<file path="src/rtl/word_to_number_if.sv">
// Character-in / number-out handshake bundle for word_to_number.
// The slave modport is the parser side; the master modport is the
// producer/consumer side that drives characters and takes results.
interface word_to_number_if #(
   parameter int DATA = 32
);
   logic            i_abort;
   logic            i_valid;
   logic [7:0]      i_char;
   logic            i_last;
   logic            o_ready;
   logic            o_valid;
   logic            i_ready;
   logic [DATA-1:0] o_data;
   logic            o_err;

   modport master (
      output i_abort, i_valid, i_char, i_last, i_ready,
      input  o_ready, o_valid, o_data, o_err
   );

   modport slave (
      input  i_abort, i_valid, i_char, i_last, i_ready,
      output o_ready, o_valid, o_data, o_err
   );
endinterface

</file>
<file path="src/rtl/word_to_number.sv">
// ASCII word parser: consumes one character per beat and produces the
// signed two's-complement value of a decimal, 0x-hex or 0b-binary word,
// or an error flag for malformed, overflowing or over-long words.
module word_to_number #(
   parameter int DATA      = 32,
   parameter int MAX_LEN   = 32,
   parameter int DEF_RADIX = 10
) (
   input logic             i_clk,
   input logic             i_rst_n,
   word_to_number_if.slave bus
);

   localparam int AW = DATA + 4;
   localparam int CW = $clog2(MAX_LEN + 2);

   localparam logic [AW:0]    ONE     = (AW+1)'(1);
   localparam logic [AW:0]    LIM_POS = (ONE << DATA) - ONE;
   localparam logic [AW:0]    LIM_NEG = ONE << (DATA - 1);
   localparam logic [4:0]     DEF_R   = 5'(DEF_RADIX);
   localparam logic [CW-1:0]  CNT_SAT = CW'(MAX_LEN + 1);
   localparam logic [CW-1:0]  CNT_MAX = CW'(MAX_LEN);

   typedef enum logic [2:0] {START, SIGN, ZERO, DIGITS, SKIP, DONE} state_t;

   state_t          state_q, state_nx;
   logic [AW-1:0]   acc_q, acc_nx;
   logic            neg_q, neg_nx;
   logic [4:0]      radix_q, radix_nx;
   logic            have_q, have_nx;   // at least one digit seen after any prefix
   logic            bad_q, bad_nx;     // invalid character seen
   logic            ovf_q, ovf_nx;
   logic            len_q, len_nx;
   logic [CW-1:0]   cnt_q, cnt_nx;

   logic            beat;
   logic [4:0]      d;
   logic [AW:0]     lim;
   logic [AW:0]     sum;
   logic [DATA-1:0] mag;

   // Digit value of an ASCII character; 31 marks a non-digit.
   function automatic logic [4:0] digit_val(input logic [7:0] c);
      if (c >= 8'h30 && c <= 8'h39) return 5'(c - 8'h30);
      if (c >= 8'h41 && c <= 8'h46) return 5'(c - 8'h37);
      if (c >= 8'h61 && c <= 8'h66) return 5'(c - 8'h57);
      return 5'd31;
   endfunction

   // Multiply by the radix with shifts only; x10 is x8 + x2.
   function automatic logic [AW:0] mul_radix(input logic [AW-1:0] a, input logic [4:0] r);
      logic [AW:0] x;
      x = {1'b0, a};
      case (r)
         5'd2:    return x << 1;
         5'd16:   return x << 4;
         default: return (x << 3) + (x << 1);
      endcase
   endfunction

   // State register.
   always_ff @(posedge i_clk or negedge i_rst_n) begin
      if (!i_rst_n) state_q <= START;
      else          state_q <= state_nx;
   end

   // Word datapath registers: accumulator, sign, radix and sticky error flags.
   always_ff @(posedge i_clk or negedge i_rst_n) begin
      if (!i_rst_n) begin
         acc_q   <= '0;
         neg_q   <= 1'b0;
         radix_q <= DEF_R;
         have_q  <= 1'b0;
         bad_q   <= 1'b0;
         ovf_q   <= 1'b0;
         len_q   <= 1'b0;
         cnt_q   <= '0;
      end else begin
         acc_q   <= acc_nx;
         neg_q   <= neg_nx;
         radix_q <= radix_nx;
         have_q  <= have_nx;
         bad_q   <= bad_nx;
         ovf_q   <= ovf_nx;
         len_q   <= len_nx;
         cnt_q   <= cnt_nx;
      end
   end

   // Next state and next datapath values for the current character.
   always_comb begin
      state_nx = state_q;
      acc_nx   = acc_q;
      neg_nx   = neg_q;
      radix_nx = radix_q;
      have_nx  = have_q;
      bad_nx   = bad_q;
      ovf_nx   = ovf_q;
      len_nx   = len_q;
      cnt_nx   = cnt_q;
      beat     = bus.i_valid && (state_q != DONE);
      d        = digit_val(bus.i_char);
      lim      = neg_q ? LIM_NEG : LIM_POS;
      sum      = mul_radix(acc_q, radix_q) + (AW+1)'(d);

      // Abort wins over everything; a taken result also restarts the parser.
      if (bus.i_abort || (state_q == DONE && bus.i_ready)) begin
         state_nx = START;
         acc_nx   = '0;
         neg_nx   = 1'b0;
         radix_nx = DEF_R;
         have_nx  = 1'b0;
         bad_nx   = 1'b0;
         ovf_nx   = 1'b0;
         len_nx   = 1'b0;
         cnt_nx   = '0;
      end else if (beat) begin
         cnt_nx = (cnt_q == CNT_SAT) ? cnt_q : cnt_q + CW'(1);
         if (cnt_nx > CNT_MAX) len_nx = 1'b1;
         case (state_q)
            START: begin
               if (bus.i_char == 8'h2D) begin
                  neg_nx   = 1'b1;
                  state_nx = SIGN;
               end else if (bus.i_char == 8'h30) begin
                  have_nx  = 1'b1;
                  state_nx = ZERO;
               end else if (d < DEF_R) begin
                  acc_nx   = AW'(d);
                  have_nx  = 1'b1;
                  state_nx = DIGITS;
               end else begin
                  bad_nx   = 1'b1;
                  state_nx = SKIP;
               end
            end
            SIGN: begin
               if (bus.i_char == 8'h30) begin
                  have_nx  = 1'b1;
                  state_nx = ZERO;
               end else if (d < DEF_R) begin
                  acc_nx   = AW'(d);
                  have_nx  = 1'b1;
                  state_nx = DIGITS;
               end else begin
                  bad_nx   = 1'b1;
                  state_nx = SKIP;
               end
            end
            ZERO: begin
               // A prefix invalidates the lone '0' as the number's digit.
               if (bus.i_char == 8'h78 || bus.i_char == 8'h58) begin
                  radix_nx = 5'd16;
                  have_nx  = 1'b0;
                  state_nx = DIGITS;
               end else if (bus.i_char == 8'h62 || bus.i_char == 8'h42) begin
                  radix_nx = 5'd2;
                  have_nx  = 1'b0;
                  state_nx = DIGITS;
               end else if (d < DEF_R) begin
                  acc_nx   = AW'(d);
                  state_nx = DIGITS;
               end else begin
                  bad_nx   = 1'b1;
                  state_nx = SKIP;
               end
            end
            DIGITS: begin
               if (d < radix_q) begin
                  have_nx = 1'b1;
                  // Once overflowed the accumulator stays pinned at the limit.
                  if (!ovf_q) begin
                     if (sum > lim) begin
                        ovf_nx = 1'b1;
                        acc_nx = lim[AW-1:0];
                     end else begin
                        acc_nx = sum[AW-1:0];
                     end
                  end
               end else begin
                  bad_nx   = 1'b1;
                  state_nx = SKIP;
               end
            end
            default: ;
         endcase
         if (bus.i_last) state_nx = DONE;
      end
   end

   // Result presentation: value only when the word parsed cleanly.
   always_comb begin
      bus.o_valid = 1'b0;
      bus.o_ready = 1'b1;
      bus.o_data  = '0;
      bus.o_err   = 1'b0;
      mag         = acc_q[DATA-1:0];
      if (state_q == DONE) begin
         bus.o_valid = 1'b1;
         bus.o_ready = 1'b0;
         if (bad_q || ovf_q || len_q || !have_q) begin
            bus.o_err = 1'b1;
         end else begin
            bus.o_data = neg_q ? -mag : mag;
         end
      end
   end

endmodule

</file>
<file path="src/flat_wrapper.sv">
// flat-port wrapper written by rule: the top's interface ports become plain ports
module word_to_number_flat 
#(
   parameter int DATA      = 32,
   parameter int MAX_LEN   = 32,
   parameter int DEF_RADIX = 10
)
  (i_clk, i_rst_n, bus_i_abort, bus_i_valid, bus_i_char, bus_i_last, bus_i_ready, bus_o_ready, bus_o_valid, bus_o_data, bus_o_err);
  word_to_number_if #(.DATA(DATA)) bus_i ();
  input logic i_clk;
  input logic i_rst_n;
  input wire logic [$bits(bus_i.i_abort)-1:0] bus_i_abort;
  input wire logic [$bits(bus_i.i_valid)-1:0] bus_i_valid;
  input wire logic [$bits(bus_i.i_char)-1:0] bus_i_char;
  input wire logic [$bits(bus_i.i_last)-1:0] bus_i_last;
  input wire logic [$bits(bus_i.i_ready)-1:0] bus_i_ready;
  output wire logic [$bits(bus_i.o_ready)-1:0] bus_o_ready;
  output wire logic [$bits(bus_i.o_valid)-1:0] bus_o_valid;
  output wire logic [$bits(bus_i.o_data)-1:0] bus_o_data;
  output wire logic [$bits(bus_i.o_err)-1:0] bus_o_err;
  assign bus_i.i_abort = bus_i_abort;
  assign bus_i.i_valid = bus_i_valid;
  assign bus_i.i_char = bus_i_char;
  assign bus_i.i_last = bus_i_last;
  assign bus_i.i_ready = bus_i_ready;
  assign bus_o_ready = bus_i.o_ready;
  assign bus_o_valid = bus_i.o_valid;
  assign bus_o_data = bus_i.o_data;
  assign bus_o_err = bus_i.o_err;
  word_to_number #(.DATA(DATA), .MAX_LEN(MAX_LEN), .DEF_RADIX(DEF_RADIX)) u_core (.i_clk(i_clk), .i_rst_n(i_rst_n), .bus(bus_i));
endmodule
</file>
<file path="config.mk">
export PLATFORM = sky130hd
export DESIGN_NAME = word_to_number_flat
export DESIGN_NICKNAME = d
export VERILOG_FILES = /design/src/rtl/word_to_number_if.sv /design/src/rtl/word_to_number.sv /design/src/flat_wrapper.sv
export SDC_FILE = /design/constraint.sdc
export NUM_CORES = 1
export LEC_CHECK = 0
export CORE_MARGIN = 4
export CORE_UTILIZATION = 60
export DETAILED_ROUTE_END_ITERATION = 8
export DONT_BUFFER_PORTS = 1
export PLACE_DENSITY = 0.79
export SLEW_MARGIN = 10
export SYNTH_ARGS = -nofsm -noshare
export SYNTH_HDL_FRONTEND = slang
export SYNTH_SLANG_ARGS = --single-unit
</file>
<file path="constraint.sdc">
create_clock -name i_clk -period 5.98 [get_ports i_clk]
set_clock_uncertainty 0.15 [all_clocks]
set_input_delay 0 -clock i_clk [delete_from_list [all_inputs] [get_ports i_clk]]
set_output_delay 0 -clock i_clk [all_outputs]
set_load 0.005 [all_outputs]
</file>
; ---- After elaboration in Yosys (flattened, before gate mapping)
; Cells that the tools add are included.
[word_totals]
reg_bits = 55
elab_cells = 160
output_inout_bits = 35
[classes]
n_reduce_logical = 31
mux = 81
add_sub_neg = 7
order_cmp = 10
n_eq_ne = 22
[ops]
columns = op, count
row1 = $mux 36, 10
row2 = $pmux 36 s4, 1
row3 = $mux 32, 3
row4 = $pmux 37 s2, 1
row5 = $mux 5, 11
row6 = $mux 1, 39
row7 = $add 37x37->37, 1
row8 = $add 37x5->37, 1
row9 = $gt 37x37->1, 1
row10 = $eq 8x7->1 const B, 4
row11 = $neg 32->32, 1
row12 = $mux 31, 1
row13 = $mux 3, 9
row14 = $mux 6, 3
row15 = $eq 8x6->1 const B, 2
row16 = $ge 8x7->1 const B, 2
row17 = $le 8x7->1 const B, 2
row18 = $sub 5x5->5 const B, 3
row19 = $reduce_bool 2->1, 7
row20 = $ne 3x2->1 const B, 4
row21 = $pmux 3 s4, 1
row22 = $reduce_and 3->1, 4
row23 = $ge 8x6->1 const B, 1
row24 = $le 8x6->1 const B, 1
row25 = other kinds (26), 38

; ---- Longest topological paths before layout
[logic_depth]
ltp_word = 17
ltp_mapped = 32
ltp_nobuf = 30

; ---- Least setup slack after synthesis
; Ideal clock, no wire load.
[synth_path]
path_kind = reg-to-reg
startpoint = register u_core.acc_q[2]
endpoint = register u_core.acc_q[26]
required_time_ns = 5.750
setup_slack_ns = 0.277
path_stages_with_launch = 25
path_buffers = 2
arrival_time_ns = 5.473
cell_sequence = dfrtp_1 > ha_1 > inv_1 > fa_1 > nor2b_4 > o31ai_4 > a211o_1 > a211o_1 > and3_1 > nor4b_2 > nand4_1 > or3_1 > nor3_1 > xnor2_1 > inv_1 > ha_1 > a211o_1 > a21oi_1 > o21ai_0 > o211a_1 > nand4b_4 > or2_1 > buf_2 > buf_6 > o211ai_2
[synth_via]
elab_chain_cells = 10
[synth_rtl]
columns = item, line
row1 = from (decl), word_to_number.sv:27  ; logic [AW-1:0] acc_q, acc_nx;
row2 = from (signal assigned), word_to_number.sv:79  ; acc_q <= acc_nx;
row3 = $add 37x37->37, word_to_number.sv:57  ; default: return (x << 3) + (x << 1);
row4 = $pmux 37 s2 *, word_to_number.sv:54  ; case (r)
row5 = $add 37x5->37 *, word_to_number.sv:104  ; sum = mul_radix(acc_q, radix_q) + (AW+1)'(d);
row6 = $gt 37x37->1, word_to_number.sv:173  ; if (sum > lim) begin
row7 = $mux 36 *, word_to_number.sv:173
row8 = $mux 36 *, word_to_number.sv:172  ; if (!ovf_q) begin
row9 = $mux 36 *, word_to_number.sv:169  ; if (d < radix_q) begin
row10 = $pmux 36 s4 *, word_to_number.sv:120  ; case (state_q)
row11 = $mux 36 *, word_to_number.sv:117  ; end else if (beat) begin
row12 = $mux 36 *, word_to_number.sv:107  ; if (bus.i_abort || (state_q == DONE && bus.i_ready)) begin
; Every way passes the cells marked *; elsewhere a longest branch is shown, timed or not. The select of a mux whose other input is x is not followed.
; A chain may end at the register's enable or synchronous reset.

; ---- Worst setup path in the final report
[layout_path]
startpoint = register u_core.acc_q[6]
endpoint = register u_core.acc_q[26]
; The elaborated chain is that of the path after synthesis.

==> reports/metrics.cfg <==
[power_and_ir_drop]
power_density_nw_per_um2 = 108
p_total_w = 0.00101
sequentialPowerShare_pct = 37.7
swShare_pct = 31.9
p_int_w = 0.000688
combPwrFrac_pct = 29.0
p_clk_share_pct = 33.3
leakagePower_nw = 4.21
p_sw_w = 0.000323
ir_worst_vdd_mv = 0.161

[global_routing]
busiest_layer = met2
grt_pass1_wl_um = 42200
grt_pass1_vias = 8087
grt_max_degree = 54
grt_util_met2_pct = 54.2
grt_antenna_before_repair = 0
grtUsageMet3_pct = 4.50
grt_usage_pct = 34.8
overflow = 0
met1_usage_pct = 49.6

[clock_tree]
cts.sinks = 53
cts.clk_slew.worst_paths_ns = 0.07
ctsLongestPathBuffers = 2
cts_root_buf = clkbuf_16
cts_tree = done
htree_levels = 2
numCtsBuffers = 5
worstSkewPairLatency_ns = 0.30

[setup_path]
r2r-end = u_core.acc_q[26]
crit_top_cell = buf_4
r2r_cells = 23
path_delay_family = simple AND/OR/NAND/NOR gates
cp-startpoint = u_core.acc_q[6]
cpMaxStageDelayCell = or4b_4
rrSetupSlack_ns = 0.12
cp.required_ns = 6.01
crit_buf_inv = 5
cp-start-kind = register
rr_startpoint = u_core.acc_q[6]
crit_path_end_kind = register
crit_chain = ha_1 > nand4_1 > buf_4 > a2111oi_4 > o211ai_1 > and3_1 > a211oi_2 > or4b_4 > buf_4 > or3_4 > nor2_4 > xnor2_4 > inv_2 > ha_4 > nand4_1 > nor4_2 > a31oi_1 > o211a_1 > nand4b_4 > buf_4 > nand3_2 > buf_12 > o211ai_2
cpPeakStageDelay_ns = 0.51
path_max_fanout = 18
worstSetupPathType = register to register
arrival_ns = 5.88

[synth]
synthAdderAreaFrac_pct = 12.5
synth_simple_gate_area_share_pct = 25.3
seq_area_frac_synth_pct = 16.5
synth_mux_area_share_pct = 1.12
synthCells = 1068
ys_ff_latch = 53
synth_edf_count = 0
syn_area_um2 = 8050
synth_compound_area_share_pct = 31.2
synth-main-ff-cell = dfrtp_1
synth_area_per_cell_um2 = 7.53
synthXorXnorAreaFrac_pct = 8.06
ys_async_sr_fraction_pct = 100
synth_cell_type_count = 92
syn-num-nets = 1161
yosysWarningCount = 0
synth_top_family_by_area = compound AO/OA/AOI/OAI gates

[routing]
post_drt_via_cell_ratio = 6.80
drt_wl_total_um = 27300
first_iter_violations = 1122
drcViolationCount = 0
vias = 8882
wl_per_cell_um = 20.9
antenna_left = 0
drt-pass1-iter-count = 8

[sta]
worstMarginPinSlew_ns = 1.14
period_minus_slack_ns = 5.86
max-slew-margin-rel_pct = 23.7
final_hold_viol_count = 0
setup_viol = 0
max_freq_mhz = 171
post-route-period-util_pct = 98.0
slew_viol_final = 0
setup_ws_ns = 0.122

[finish]
area_growth_pct = 16.7
final_area_um2 = 9390
postLayoutCoreUtil_pct = 71.2
finalNonFillerCells = 1307
layout-drive-gt1-share_pct = 17.4
diodes = 0
finalNetCount = 1223

[place]
dp_slack_ns = -0.120
dp.cells = 1263
place.gp.congestion = 1.01
io_buffer_count = 0
placed_area_um2 = 8600
dp_hpwl_um = 20100

[run_status]
status = complete, no violations

[hold_path]
min-delay-start = bus_i_char[5]
hold_path.class = input pin to register
hold_depth = 4
hold_path_end = u_core.state_q[2]

[floorplan]
start_util_pct = 61.0
core.rowCount = 42
die_w_um = 124
dieArea_um2 = 15300
ios = 49
core_area_um2 = 13200
die_y_um = 124

[job]
cap_violations = 0

[registers in the layout, indices dropped and copies added, names as in the netlist]
register and count:
u_core.state_q 3, u_core.neg_q 1, u_core.bad_q 1, u_core.acc_q 36, u_core.ovf_q 1, u_core.have_q 1
u_core.len_q 1, u_core.cnt_q 6, u_core.radix_q 3
[kinds of logic after synthesis]
kind of cell | Yosys count
and+or+nand+nor | 400
AOI/OAI and AO/OA | 346
buffers and inverters | 107
adders and majority gates | 79
xor gates and xnor gates | 74
DFF | 53
muxes | 9
[cells in the mapped netlist, types with 13 or more instances]
cell type / n / share of area, %
a21o_1: 27 / 2.5
a21oi_1: 62 / 3.9
a22oi_1: 18 / 1.7
a31oi_1: 13 / 1.0
buf_2: 13 / 0.81
clkbuf_1: 37 / 1.7
dfrtp_1: 51 / 16
ha_1: 77 / 12
inv_1: 53 / 2.5
nand2_1: 110 / 5.1
nand3_1: 18 / 1.1
nand4_1: 27 / 2.1
nor2_1: 112 / 5.2
nor3_1: 22 / 1.4
nor4_1: 14 / 1.1
o211ai_2: 20 / 3.1
o21a_1: 13 / 1.2
o21ai_0: 62 / 3.9
o31ai_1: 15 / 1.4
or3_1: 18 / 1.4
xnor2_1: 27 / 2.9
xor2_1: 47 / 5.1
[final cells by class]
| class | instances | area [um^2] |
|---|---|---|
| fill | 1048 | 3800 |
| inverter | 54 | 203 |
| clock inverter | 2 | 35.0 |
| tap | 176 | 220 |
| sequential | 53 | 1330 |
| multi-input combinational | 908 | 6560 |
| timing repair buffer | 108 | 910 |
| clock buffer | 6 | 129 |
[power by group through the flow]
stage	Sequential, W	Clock, W	Combinational (W)
after floorplan	0.000383	0	0.000204
after global placement	0.000387	0	0.000257
after detailed placement	0.000388	0	0.000261
after CTS	0.000381	0.000337	0.000280
after global routing	0.000383	0.000350	0.000332
final	0.000381	0.000337	0.000293
[routing by layer]
metal | part of all wire (%) | vias to the layer above
met5 | 0 | -
met4 | 3.6 | 0
met3 | 10 | 86
met2 | 44 | 539
met1 | 42 | 4158
li1 | - | 4099
[per-stage QoR]
step	hold slack (ns)	setup TNS, ns
floorplan	-0.446	0
global placement	-0.444	-1.92
detailed placement	-0.444	-2.77
CTS	0.00334	0
global route	0.0596	-2.03
finish	0.0125	0
[cell usage in the layout (no fill, tap or decap), types with 13 or more instances in the layout]
cell           count
dfrtp_1           48
a21oi_1           56
o21ai_0           57
o211ai_2          20
ha_1              67
xnor2_1           23
nand4_1           27
inv_1             50
a22oi_1           18
nand3_1           18
buf_4             87
nor2_1           110
xor2_1            46
nand2_1          109
nor3_1            20
or3_1             16
a21o_1            27
a31oi_1           13
o31ai_1           15
o21a_1            13
dlygate4sd3_1     14
[worst register-to-register path, delay by kind of cell (launching register included)]
family / cells / cell delay, ns
AOI/OAI and AO/OA: 6 / 1.25
xor gates and xnor gates: 1 / 0.16
DFF: 1 / 0.46
and+or+nand+nor: 9 / 2.20
adders and majority gates: 2 / 0.71
buffers and inverters: 5 / 0.81
[what timing repair did]
item	4_1_cts	5_1_grt
hold buffers	15	0
endpoints found under the hold margin	68	0
gates resized for setup	4	61
setup endpoints to repair	30	33
pin swaps	2	32
buffers inserted	2	19
[worst max-delay path by stage]
stage | to | depth (start not counted)
6_report | u_core.acc_q[26] | 23
5_1_grt | u_core.acc_q[7] | 22
4_1_cts | u_core.acc_q[7] | 23
3_5_place_dp | u_core.acc_q[7] | 24
3_3_place_gp | u_core.acc_q[10] | 24
2_1_floorplan | u_core.acc_q[26] | 24
(Power assumes the default switching activity.)
